===== src/rtl/morra_pkg.sv =====
// Shared types and helpers for the morra match driver: move/result encodings,
// FSM states and the anti-repeat move rotation.
package morra_pkg;

    typedef enum logic [1:0] {
        MV_NONE    = 2'b00,
        MV_SASSO   = 2'b01,
        MV_CARTA   = 2'b10,
        MV_FORBICE = 2'b11
    } move_t;

    typedef enum logic [1:0] {
        RES_NONE = 2'b00,
        RES_P1   = 2'b01,
        RES_P2   = 2'b10,
        RES_DRAW = 2'b11
    } result_t;

    typedef enum logic [2:0] {
        ST_IDLE,
        ST_CONFIG,
        ST_ISSUE,
        ST_WAIT,
        ST_CHECK,
        ST_FINISH
    } state_t;

    localparam logic [15:0] SEED_DEFAULT = 16'hACE1;

    // A no-move stays a no-move; real moves cycle sasso -> carta -> forbice.
    function automatic move_t rotate_move(input move_t m);
        case (m)
            MV_SASSO:   return MV_CARTA;
            MV_CARTA:   return MV_FORBICE;
            MV_FORBICE: return MV_SASSO;
            default:    return MV_NONE;
        endcase
    endfunction

endpackage


===== src/rtl/morra_lfsr16.sv =====
// 16-bit Fibonacci LFSR (taps 16,14,13,11), shifting left with feedback into bit 0.
module morra_lfsr16 #(
    parameter logic [15:0] SEED_VAL = morra_pkg::SEED_DEFAULT
) (
    input  logic        clk,
    input  logic        reset,
    input  logic        load,
    input  logic [15:0] seed_val,
    input  logic        step,
    output logic [15:0] state
);

    logic [15:0] state_q, state_d;

    always_comb begin
        state_d = state_q;
        if (load) begin
            state_d = seed_val;
        end else if (step) begin
            state_d = {state_q[14:0], state_q[15] ^ state_q[13] ^ state_q[12] ^ state_q[10]};
        end
    end

    always_ff @(posedge clk) begin
        if (reset) state_q <= SEED_VAL;
        else       state_q <= state_d;
    end

    assign state = state_q;

endmodule


===== src/rtl/morra_match_driver.sv =====
// Player-side match driver: configures the referee, issues move pairs (LFSR or host),
// enforces the no-repeat-winning-move rule and collects round/match results.
//
// state   | meaning
// IDLE    | waiting for start
// CONFIG  | referee held in reset, cfg_extra presented on {g1,g2}
// ISSUE   | produce next move pair (host handshake in manual mode)
// WAIT    | hold moves while the referee resolves the round
// CHECK   | sample manche/partita, update blocks and round count
// FINISH  | one-cycle done pulse, back to IDLE
module morra_match_driver #(
    parameter logic [15:0] SEED_DEFAULT = morra_pkg::SEED_DEFAULT,
    parameter int          RESP_LAT     = 1,
    parameter int          MAX_ROUNDS   = 31
) (
    input  logic        clk,
    input  logic        reset,
    input  logic        start,
    input  logic [3:0]  cfg_extra,
    input  logic [15:0] seed,
    input  logic        manual,
    input  logic        man_valid,
    input  logic [1:0]  man_g1,
    input  logic [1:0]  man_g2,
    output logic        man_ready,
    input  logic [1:0]  manche_in,
    input  logic [1:0]  partita_in,
    output logic        ref_reset,
    output logic [1:0]  g1,
    output logic [1:0]  g2,
    output logic        busy,
    output logic        done,
    output logic [1:0]  winner,
    output logic [4:0]  rounds,
    output logic        timeout
);
    import morra_pkg::*;

    localparam int         WAIT_LOAD_I = (RESP_LAT > 2) ? RESP_LAT - 2 : 0;
    localparam logic [1:0] WAIT_LOAD   = 2'(WAIT_LOAD_I);
    localparam logic [4:0] ROUNDS_MAX  = 5'(MAX_ROUNDS);

    state_t      state_q, state_d;
    logic        manual_q, manual_d;
    logic [1:0]  g1_q, g1_d, g2_q, g2_d;
    logic        ref_reset_q, ref_reset_d;
    logic        busy_q, busy_d, done_q, done_d, timeout_q, timeout_d;
    logic [1:0]  winner_q, winner_d;
    logic [4:0]  rounds_q, rounds_d;
    logic        p1_blk_q, p1_blk_d, p2_blk_q, p2_blk_d;
    logic [1:0]  p1_last_q, p1_last_d, p2_last_q, p2_last_d;
    logic [1:0]  wait_cnt_q, wait_cnt_d;

    logic        lfsr_load, lfsr_step;
    logic [15:0] lfsr_seed, lfsr_state;
    logic [1:0]  raw1, raw2, src1, src2, mv1, mv2;

    function automatic logic [1:0] apply_block(input logic [1:0] mv, input logic blk,
                                               input logic [1:0] last);
        logic [1:0] r;
        r = mv;
        if (blk && (mv == last)) r = rotate_move(move_t'(mv));
        return r;
    endfunction

    morra_lfsr16 #(.SEED_VAL(SEED_DEFAULT)) u_lfsr (
        .clk      (clk),
        .reset    (reset),
        .load     (lfsr_load),
        .seed_val (lfsr_seed),
        .step     (lfsr_step),
        .state    (lfsr_state)
    );

    assign raw1 = (lfsr_state[1:0] == 2'b00) ? 2'b01 : lfsr_state[1:0];
    assign raw2 = (lfsr_state[3:2] == 2'b00) ? 2'b01 : lfsr_state[3:2];
    assign src1 = manual_q ? man_g1 : raw1;
    assign src2 = manual_q ? man_g2 : raw2;
    assign mv1  = apply_block(src1, p1_blk_q, p1_last_q);
    assign mv2  = apply_block(src2, p2_blk_q, p2_last_q);

    always_comb begin
        state_d     = state_q;
        manual_d    = manual_q;
        g1_d        = g1_q;
        g2_d        = g2_q;
        ref_reset_d = ref_reset_q;
        busy_d      = busy_q;
        done_d      = 1'b0;
        winner_d    = winner_q;
        rounds_d    = rounds_q;
        timeout_d   = timeout_q;
        p1_blk_d    = p1_blk_q;
        p2_blk_d    = p2_blk_q;
        p1_last_d   = p1_last_q;
        p2_last_d   = p2_last_q;
        wait_cnt_d  = wait_cnt_q;
        lfsr_load   = 1'b0;
        lfsr_step   = 1'b0;
        lfsr_seed   = (seed == 16'h0000) ? SEED_DEFAULT : seed;

        case (state_q)
            ST_IDLE: begin
                if (start) begin
                    manual_d    = manual;
                    lfsr_load   = 1'b1;
                    rounds_d    = 5'd0;
                    winner_d    = RES_NONE;
                    timeout_d   = 1'b0;
                    p1_blk_d    = 1'b0;
                    p2_blk_d    = 1'b0;
                    p1_last_d   = MV_NONE;
                    p2_last_d   = MV_NONE;
                    ref_reset_d = 1'b1;
                    g1_d        = cfg_extra[3:2];
                    g2_d        = cfg_extra[1:0];
                    busy_d      = 1'b1;
                    state_d     = ST_CONFIG;
                end
            end
            ST_CONFIG: begin
                ref_reset_d = 1'b0;
                g1_d        = MV_NONE;
                g2_d        = MV_NONE;
                state_d     = ST_ISSUE;
            end
            ST_ISSUE: begin
                if (!manual_q || man_valid) begin
                    g1_d       = mv1;
                    g2_d       = mv2;
                    wait_cnt_d = WAIT_LOAD;
                    state_d    = (RESP_LAT > 1) ? ST_WAIT : ST_CHECK;
                    // An all-zero LFSR would lock up; reseed rather than step.
                    if (!manual_q) begin
                        if (lfsr_state == 16'h0000) begin
                            lfsr_load = 1'b1;
                            lfsr_seed = SEED_DEFAULT;
                        end else begin
                            lfsr_step = 1'b1;
                        end
                    end
                end
            end
            ST_WAIT: begin
                if (wait_cnt_q == 2'd0) state_d = ST_CHECK;
                else                    wait_cnt_d = wait_cnt_q - 2'd1;
            end
            ST_CHECK: begin
                if ((manche_in != RES_NONE) && (rounds_q != 5'd31)) rounds_d = rounds_q + 5'd1;
                case (manche_in)
                    RES_P1: begin
                        p1_blk_d  = 1'b1;
                        p1_last_d = g1_q;
                        p2_blk_d  = 1'b0;
                    end
                    RES_P2: begin
                        p2_blk_d  = 1'b1;
                        p2_last_d = g2_q;
                        p1_blk_d  = 1'b0;
                    end
                    RES_DRAW: begin
                        p1_blk_d = 1'b0;
                        p2_blk_d = 1'b0;
                    end
                    default: ;
                endcase
                g1_d = MV_NONE;
                g2_d = MV_NONE;
                if (partita_in != RES_NONE) begin
                    winner_d = partita_in;
                    busy_d   = 1'b0;
                    done_d   = 1'b1;
                    state_d  = ST_FINISH;
                end else if (rounds_d == ROUNDS_MAX) begin
                    timeout_d = 1'b1;
                    winner_d  = RES_NONE;
                    busy_d    = 1'b0;
                    done_d    = 1'b1;
                    state_d   = ST_FINISH;
                end else begin
                    state_d = ST_ISSUE;
                end
            end
            ST_FINISH: begin
                state_d = ST_IDLE;
            end
            default: state_d = ST_IDLE;
        endcase
    end

    always_ff @(posedge clk) begin
        if (reset) begin
            state_q     <= ST_IDLE;
            manual_q    <= 1'b0;
            g1_q        <= MV_NONE;
            g2_q        <= MV_NONE;
            ref_reset_q <= 1'b0;
            busy_q      <= 1'b0;
            done_q      <= 1'b0;
            winner_q    <= RES_NONE;
            rounds_q    <= 5'd0;
            timeout_q   <= 1'b0;
            p1_blk_q    <= 1'b0;
            p2_blk_q    <= 1'b0;
            p1_last_q   <= MV_NONE;
            p2_last_q   <= MV_NONE;
            wait_cnt_q  <= 2'd0;
        end else begin
            state_q     <= state_d;
            manual_q    <= manual_d;
            g1_q        <= g1_d;
            g2_q        <= g2_d;
            ref_reset_q <= ref_reset_d;
            busy_q      <= busy_d;
            done_q      <= done_d;
            winner_q    <= winner_d;
            rounds_q    <= rounds_d;
            timeout_q   <= timeout_d;
            p1_blk_q    <= p1_blk_d;
            p2_blk_q    <= p2_blk_d;
            p1_last_q   <= p1_last_d;
            p2_last_q   <= p2_last_d;
            wait_cnt_q  <= wait_cnt_d;
        end
    end

    assign man_ready = (state_q == ST_ISSUE) && manual_q;
    assign ref_reset = ref_reset_q;
    assign g1        = g1_q;
    assign g2        = g2_q;
    assign busy      = busy_q;
    assign done      = done_q;
    assign winner    = winner_q;
    assign rounds    = rounds_q;
    assign timeout   = timeout_q;

endmodule


===== config.mk =====
export PLATFORM = sky130hd
export DESIGN_NAME = morra_match_driver
export DESIGN_NICKNAME = d
export VERILOG_FILES = /design/src/rtl/morra_pkg.sv /design/src/rtl/morra_lfsr16.sv /design/src/rtl/morra_match_driver.sv
export SDC_FILE = /design/constraint.sdc
export NUM_CORES = 1
export LEC_CHECK = 0
export ABC_AREA = 1
export BUFFER_PORTS_ARGS = -buffer_cell sky130_fd_sc_hd__buf_2
export CORE_ASPECT_RATIO = 0.75
export CORE_UTILIZATION = 51
export CTS_CLUSTER_DIAMETER = 200
export CTS_CLUSTER_SIZE = 10
export DETAILED_ROUTE_END_ITERATION = 10
export GPL_TIMING_DRIVEN = 0
export PLACE_DENSITY = 0.78
export SLEW_MARGIN = 20
export SYNTH_ARGS = -nofsm -noshare
export SYNTH_HDL_FRONTEND = slang
export SYNTH_SLANG_ARGS = --single-unit

===== constraint.sdc =====
create_clock -name clk -period 2.06 [get_ports clk]
set_input_delay 0.103 -clock clk [delete_from_list [all_inputs] [get_ports clk]]
set_output_delay 0.103 -clock clk [all_outputs]
set_load 0.1 [all_outputs]

; ---- Word-level counts from Yosys, hierarchy flattened
; Index checks and enable logic that the tools add are counted.
[op_classes]
n_addsub = 2
n_bitwise = 4
n_mux = 66
n_eq_ne = 28
n_reduce_logical = 35
[ops]
columns = op, count
row1 = 16-bit two-way mux, 7
row2 = 2-bit two-way mux, 17
row3 = 16-bit logical NOT, 2
row4 = 2-bit case mux with 3 select lines, 4
row5 = 3-bit AND reduction, 8
row6 = 1-bit two-way mux, 16
row7 = 1-bit case mux with 2 select lines, 8
row8 = 2-bit case mux with 2 select lines, 4
row9 = 3-bit two-way mux, 5
row10 = 5-bit two-way mux, 3
row11 = 3-bit case mux with 5 select lines, 1
row12 = "2-bit equality test, second input constant", 6
row13 = "2-bit inequality test, second input constant", 6
row14 = 2-bit nonzero test, 6
row15 = 5-bit case mux with 2 select lines, 1
row16 = 2-bit OR reduction, 4
row17 = "2-bit by 1-bit equality test with 1-bit output, second input constant", 3
row18 = "3-bit by 2-bit equality test with 1-bit output, second input constant", 2
row19 = 2-bit logical NOT, 3
row20 = "3-bit by 2-bit inequality test with 1-bit output, second input constant", 2
row21 = 2-bit AND reduction, 3
row22 = "5-bit by 1-bit adder with 5-bit output, second input constant", 1
row23 = "5-bit equality test, second input constant", 1
row24 = "5-bit inequality test, second input constant", 1
row25 = 14 further kinds, 21
[word_totals]
out_inout_bits = 16
input_bits = 33
ff_bits = 43

; ---- Depth between registers and ports, before layout
; Gate-level depths: netlist of run 1.
[logic_depth]
depth_word = 8
mapped_depth = 15

; ---- Hierarchy
; Synthesis of run 1 repeated with hierarchy kept, for this count alone.
[hier_totals]
cells_unflattened = 409
hier_area_um2 = 2591.2
[modules_own_cells]
columns = module, seq_area_each_um2, area_each_um2, cells_each, instances
row1 = morra_match_driver, 540.5, 1790.5, 290, 1
row2 = morra_lfsr16, 320.3, 800.8, 119, 1

; ---- Worst setup path after synthesis of run 1
; OpenSTA, ideal clock, no wires.
[synth_timing]
kind = register to register
start = register rounds_q[0], in the netlist rounds[0]
end = register winner_q[0], in the netlist winner[0]
arrival_ps = 2548
slack_ps = -603
setup_ps = 115
synth_period_minus_slack_ps = 2663
n_path_buf = 0
stages_incl_launch_ff = 14
required_ps = 1945
path_cell_list = dfxtp_1 -> ha_1 -> nand2_1 -> nor2_1 -> ha_1 -> inv_1 -> o21ai_2 -> nand2_1 -> nand2_1 -> nand3_1 -> o21bai_1 -> nand2_1 -> a21oi_1 -> nor2_1
[synth_via]
elab_chain_len = 7
elab_cells_between_ends = 8
[synth_rtl]
columns = item, line_no
row1 = start: declaration, morra_match_driver.sv:49  ; logic [4:0] rounds_q, rounds_d;
row2 = start signal: assignment, morra_match_driver.sv:217  ; rounds_q <= rounds_d;
row3 = branches (longest 2 deep; another with 5-bit by 1-bit adder with 5-bit output), --
row4 = 5-bit two-way mux *, morra_match_driver.sv:149  ; if ((manche_in != RES_NONE) && (rounds_q != 5'd31)) rounds_d = rounds_q + 5'd1;
row5 = 5-bit two-way mux *, morra_match_driver.sv:102  ; case (state_q)
row6 = 5-bit equality test *, morra_match_driver.sv:174  ; end else if (rounds_d == ROUNDS_MAX) begin
row7 = 3-bit inequality test (no source line) *, --
row8 = 3-bit AND reduction (no source line) *, --
row9 = end signal: assignment, morra_match_driver.sv:216  ; winner_q <= winner_d;
row10 = end: declaration, morra_match_driver.sv:48  ; logic [1:0] winner_q, winner_d;
; Every way passes the cells marked *. The select of a mux whose other input is x is not followed.
; A chain may end at the register's enable or synchronous reset.

; ---- Final worst setup path of run 1
[layout_timing]
start = register rounds_q[1], in the netlist rounds[1]
end = register winner_q[0], in the netlist winner[0]
; The elaborated chain is that of the path after synthesis.

==> results of run 1 <==
==> routing by layer <==
metal | part of all wire | wire length, µm | vias to the layer above
met4 | 0.015 | 102 | 0
met5 | 0 | 0 | -
met2 | 0.42 | 2870 | 70
li1 | - | - | 1401
met3 | 0.059 | 397 | 8
met1 | 0.50 | 3410 | 1236
==> layout by cell type, fill, tap and decap left out, types with 3 or more instances in the layout <==
cell type and n:
nand3_1 30, o21ai_4 4, dfxtp_1 38, nand2_2 7
inv_1 72, nand2_1 80, inv_2 4, nand4_1 5
clkbuf_1 5, a21oi_1 22, xnor2_1 3, nor2_2 4
dfxtp_2 3, a211oi_1 5, inv_4 4, clkbuf_8 7
nor2_4 4, o21ai_1 6, o21ai_0 24, buf_2 49
buf_4 7, o22ai_1 5, nor2_1 44
==> repair_timing <==
| item | 4_1_cts | 5_1_grt |
|---|---|---|
| gates resized for setup | 3 | 17 |
| pin swaps | 1 | 10 |
| hold buffers | 0 | 0 |
| setup buffers | 0 | 7 |
| setup endpoints to repair | 5 | 6 |
==> cells in the mapped netlist, types with 3 or more instances <==
| library cell | n | area (µm²) |
|---|---|---|
| nand2_1 | 85 | 319 |
| inv_1 | 73 | 274 |
| nor2_1 | 48 | 180 |
| dfxtp_1 | 43 | 861 |
| nand3_1 | 30 | 150 |
| a21oi_1 | 24 | 120 |
| o21ai_0 | 24 | 120 |
| o21ai_1 | 6 | 30.0 |
| a211oi_1 | 5 | 37.5 |
| nand4_1 | 5 | 31.3 |
| o22ai_1 | 5 | 31.3 |
| clkbuf_1 | 4 | 15.0 |
| inv_2 | 4 | 15.0 |
| ha_1 | 3 | 37.5 |
| inv_4 | 3 | 18.8 |
| nand2_2 | 3 | 18.8 |
| o21ai_2 | 3 | 26.3 |
| o21ai_4 | 3 | 48.8 |
| xnor2_1 | 3 | 26.3 |
==> path summary, 6_finish.rpt <==
check                start         endpoint  slack [ns]  depth (start not counted)
max reg2reg      rounds[1]        winner[0]        0.12                         15
min                seed[7]  u_lfsr.state[7]        0.06                          3
max              rounds[1]        winner[0]        0.12                         15
min reg2reg  wait_cnt_q[1]    wait_cnt_q[1]        0.46                          2
==> power breakdown <==
| part | switching (mW) | internal (mW) | leakage [nW] | total, mW |
|---|---|---|---|---|
| clock | 0.303 | 0.307 | 0.0515 | 0.610 |
| combinational | 0.521 | 0.218 | 1.15 | 0.739 |
| sequential | 0.0546 | 0.906 | 0.356 | 0.960 |
| total | 0.879 | 1.43 | 1.56 | 2.31 |
==> critical path: stages (launching register included) <==
cell,delay (ns)
dfxtp_4,0.37
ha_4,0.16
nand2_4,0.07
nor2_4,0.04
ha_4,0.17
inv_4,0.07
o21ai_4,0.08
nand2_2,0.09
nand2_2,0.07
nor2_4,0.11
nand2_1,0.06
o21bai_1,0.17
nand2_2,0.15
nand3_1,0.10
nand2_1,0.05
nor2_1,0.11
==> sequential cells by signal, indices dropped and copies added (netlist names) <==
register	count
p2_last_q	2
busy	1
winner	2
rounds	5
p2_blk_q	1
timeout	1
manual_q	1
g2	2
p1_blk_q	1
state_q	3
g1	2
wait_cnt_q	2
done	1
p1_last_q	2
ref_reset	1
u_lfsr.state	16
==> cell type report <==
| type | count | area, µm² | area share |
|---|---|---|---|
| Buffer | 7 | 45.0 | 0.0142 |
| Clock buffer | 8 | 100 | 0.0315 |
| Inverter | 82 | 318 | 0.100 |
| Multi-Input combinational cell | 270 | 1480 | 0.466 |
| Sequential cell | 43 | 872 | 0.274 |
| Tap cell | 60 | 75.1 | 0.0236 |
| Timing Repair Buffer | 54 | 288 | 0.0906 |
==> through the flow <==
stage	setup TNS, ns	instances
floorplan	0	402
global placement	-0.0606	509
detailed placement	-0.304	509
CTS	0	517
global route	-0.0694	524
finish	0	524
==> logic make-up (layout without fill, tap and decap cells) <==
group	count (synthesis)	count (layout)	synth area share
and+or+nand+nor	184	184	0.315
adders and majority gates	3	3	0.0143
buffers and inverters	89	151	0.137
DFF	43	43	0.328
xor gates and xnor gates	6	6	0.0229
AOI/OAI and AO/OA	77	77	0.183
==> impl_metrics.ini, run 1 <==
[outcome]
outcome = finished with violations
failed_checks = design-rule violations

[cells_and_area]
nets = 499
area_growth_pct = 21.1
diodes = 0
stdcell_area_um2 = 3180
drive_gt1_frac = 0.237
fillers = 443
utilization = 0.645

[detailed_routing]
route.vias.total = 2715
drt_iter0_markers = 221
wl_per_cell_um = 13.0
routed_wl_um = 6790
via_per_inst = 5.18
first_pass_iters = 10
drc = 5
drtAntennaViolNets = 0

[timing]
slew_violations = 0
tightest_slew_ns = 0.537
setup_viol_count_final = 0
max_freq_ghz = 0.515
clock_skew_ns = 0.00765
finalHoldViolations = 0
period_needed_ns = 1.94
holdWs_ns = 0.0640
relSlewSlack = 0.642
period_share = 0.943
fin_ws_ns = 0.117

[grt]
grt-busiest-layer = met2
use_met1 = 0.359
grt_pass1_wl_um = 10800
grt_start_max_net_pins = 13
use_met3 = 0.0594
grtUsageMet2 = 0.377
grt_pass1_vias = 2366
grt-ovfl-total = 0
antenna_found_initial = 0
track_usage = 0.253

[worst_setup_path]
worstPathMaxFanout = 8
startpoint_type = flop
critical_path_class = flop to flop
arrival_ns = 2.18
required_ns = 2.30
cp-end-kind = flop

[power]
vdd_drop_max_mv = 0.388
total_power_mw = 2.31
powerDensity_nw_per_um2 = 727
p_leak_nw = 1.56

[cts]
cts_tree = done
clock_sinks = 43
cts_made_buffers = 5
clk_latency_ns = 0.30
htreeDepth = 2
clk_pin_slew_ns = 0.08
clock-root-buffer = clkbuf_8
clock_path_buffers = 2

[place]
placed_area_um2 = 2950
port_buffers = 47
place_congestion = 0.866
dp.final_hpwl_um = 4910
preCtsSetupSlack_ns = -0.0807

[die]
die_area_um2 = 5440
die_x_um = 84.8
start_util = 0.533
ioPinCount = 49
die_h_um = 64.1
core_um2 = 4930
rows = 22

[synthesis]
synth_edf_count = 0
yosysWarningCount = 0
synthCells = 402
syn_area_um2 = 2620
synth_seq_area_share = 0.328
synth_cell_types = 39
async_flop_share = 0
synthFlopType = dfxtp_1
syn-num-nets = 438
synth-seq-cells = 43
syn_avg_cell_area_um2 = 6.53

[min_path]
hp-class = input pin to flop

[run]
maxCapViolCount = 0
No activity file was read; power rests on OpenSTA's default activity.
==> run 2: changes to the inputs <==
RECOVER_POWER = 100   (was unset)
==> run 2 against run 1 <==
The run still ends with design-rule violations left. Clock skew decreased by 0.0014 ns. Combinational power decreased by 2%. First-iteration DRC count decreased by 1.8%. Sequential share of layout area increased by 0.31 points. Die area unchanged. Cell count unchanged. Sequential power about the same. Sequential cell count unchanged. Maximum frequency about the same. Non-clock buffer count unchanged. Critical path depth unchanged.
==> impl_metrics.ini, run 2 (synthesized netlist as in run 1, its figures left out) <==
[cts]
htreeDepth = 2
clock_path_buffers = 2
clk_latency_ns = 0.30
hold_buffers = 0
clock-root-buffer = clkbuf_8
cts_tree = done
clock_sinks = 43
cts_made_buffers = 5
clk_pin_slew_ns = 0.08

[power]
power.internal_mw = 1.42
p_clk_frac = 0.265
p_leak_nw = 1.49
switching_share = 0.380
powerDensity_nw_per_um2 = 729
vdd_drop_max_mv = 0.384
p_switching_mw = 0.872
seq_power_share = 0.419
p_comb_frac = 0.316

[timing]
period_needed_ns = 1.94
finalHoldViolations = 0
finalSetupTns_ns = 0
setup_viol_count_final = 0
slew_violations = 0
tightest_slew_ns = 1.23
fin_ws_ns = 0.118
holdWs_ns = 0.0645
clock_skew_ns = 0.00621
max_freq_ghz = 0.515
period_share = 0.943
relSlewSlack = 0.187

[min_path]
hp-class = input pin to flop

[cells_and_area]
utilization = 0.638
largest_reg_flops = 16
seqCellArea_um2 = 872
fillers = 459
nets = 499
multi_input_area_um2 = 1470
drive_gt1_frac = 0.196
diodes = 0
layout_commonest_cell = nand2_1
final_cell_mix = nand2_1, inv_1, nor2_1
area_growth_pct = 19.8

[run]
maxCapViolCount = 0

[grt]
grt_start_max_net_pins = 13
grt_pass1_vias = 2366
track_usage = 0.253
grt-ovfl-total = 0
antenna_found_initial = 0
grt_pass1_wl_um = 10800

[worst_setup_path]
cp-end-kind = flop
startpoint_type = flop
arrival_ns = 2.18
worstPathMaxFanout = 8
critical_path_class = flop to flop
required_ns = 2.30

[detailed_routing]
routed_wl_um = 6740
route.vias.total = 2709
drt_iter0_markers = 217
drc = 5
wl_per_cell_um = 12.9
first_pass_iters = 9
via_per_inst = 5.17
drtAntennaViolNets = 0

[die]
start_util = 0.533
die_x_um = 84.8
die_area_um2 = 5440
rows = 22
die_h_um = 64.1
ioPinCount = 49
core_um2 = 4930

[outcome]
failed_checks = design-rule violations
outcome = finished with violations

[place]
dp.final_hpwl_um = 4910
port_buffers = 47
place_congestion = 0.866
preCtsSetupSlack_ns = -0.0807
run 2: cell type report:
class,count,share of cell area
sequential,43,0.277
multi-input combinational,270,0.468
clock buffer,8,0.0318
timing repair buffer,54,0.0856
buffer,7,0.0139
tap,60,0.0239
inverter,82,0.0995
run 2: final timing paths:
check	depth (start not counted)	from	slack, ns	end
worst max-delay path	15	rounds[1]	0.12	winner[0]
worst min-delay path	3	seed[7]	0.06	u_lfsr.state[7]
worst max register to register	15	rounds[1]	0.12	winner[0]
worst min register to register	2	wait_cnt_q[1]	0.46	wait_cnt_q[1]
run 2: timing repair:
item                                    4_1_cts  5_1_grt
endpoints found under the setup margin        5        6
buffers inserted                              0        7
resized for setup                             3       17
pin swaps                                     1       10
run 2: critical path: stages, from the launching register on:
cell	delay (ns)
dfxtp_4	0.37
ha_4	0.16
nand2_4	0.07
nor2_4	0.04
ha_4	0.17
inv_4	0.07
o21ai_4	0.08
nand2_2	0.09
nand2_2	0.07
nor2_4	0.11
nand2_1	0.06
o21bai_1	0.17
nand2_2	0.15
nand3_1	0.10
nand2_1	0.05
nor2_1	0.11
run 2: metal layers:
layer / vias up / part of all wire / wire length [µm] / GRT usage
met1: 1240 / 0.51 / 3430 / 0.359
li1: 1398 / - / - / -
met4: 0 / 0.015 / 102 / 0.0826
met2: 63 / 0.42 / 2840 / 0.377
met5: - / 0 / 0 / 0
met3: 8 / 0.055 / 371 / 0.0594
run 2: power by group through the flow:
stage | clock network [mW] | registers (mW) | logic [mW]
2_1_floorplan | 0 | 1.13 | 0.407
3_3_place_gp | 0 | 0.976 | 0.704
3_5_place_dp | 0 | 0.979 | 0.716
4_1_cts | 0.614 | 0.959 | 0.720
5_1_grt | 0.660 | 0.970 | 0.797
6_report | 0.607 | 0.960 | 0.724
run 2: stage by stage:
stage          power [mW]  cells  area [µm²]
3_5_place_dp         1.70    509        2950
3_3_place_gp         1.68    509        2950
2_1_floorplan        1.54    402        2640
6_report             2.29    524        3140
4_1_cts              2.29    517        3050
5_1_grt              2.43    524        3140
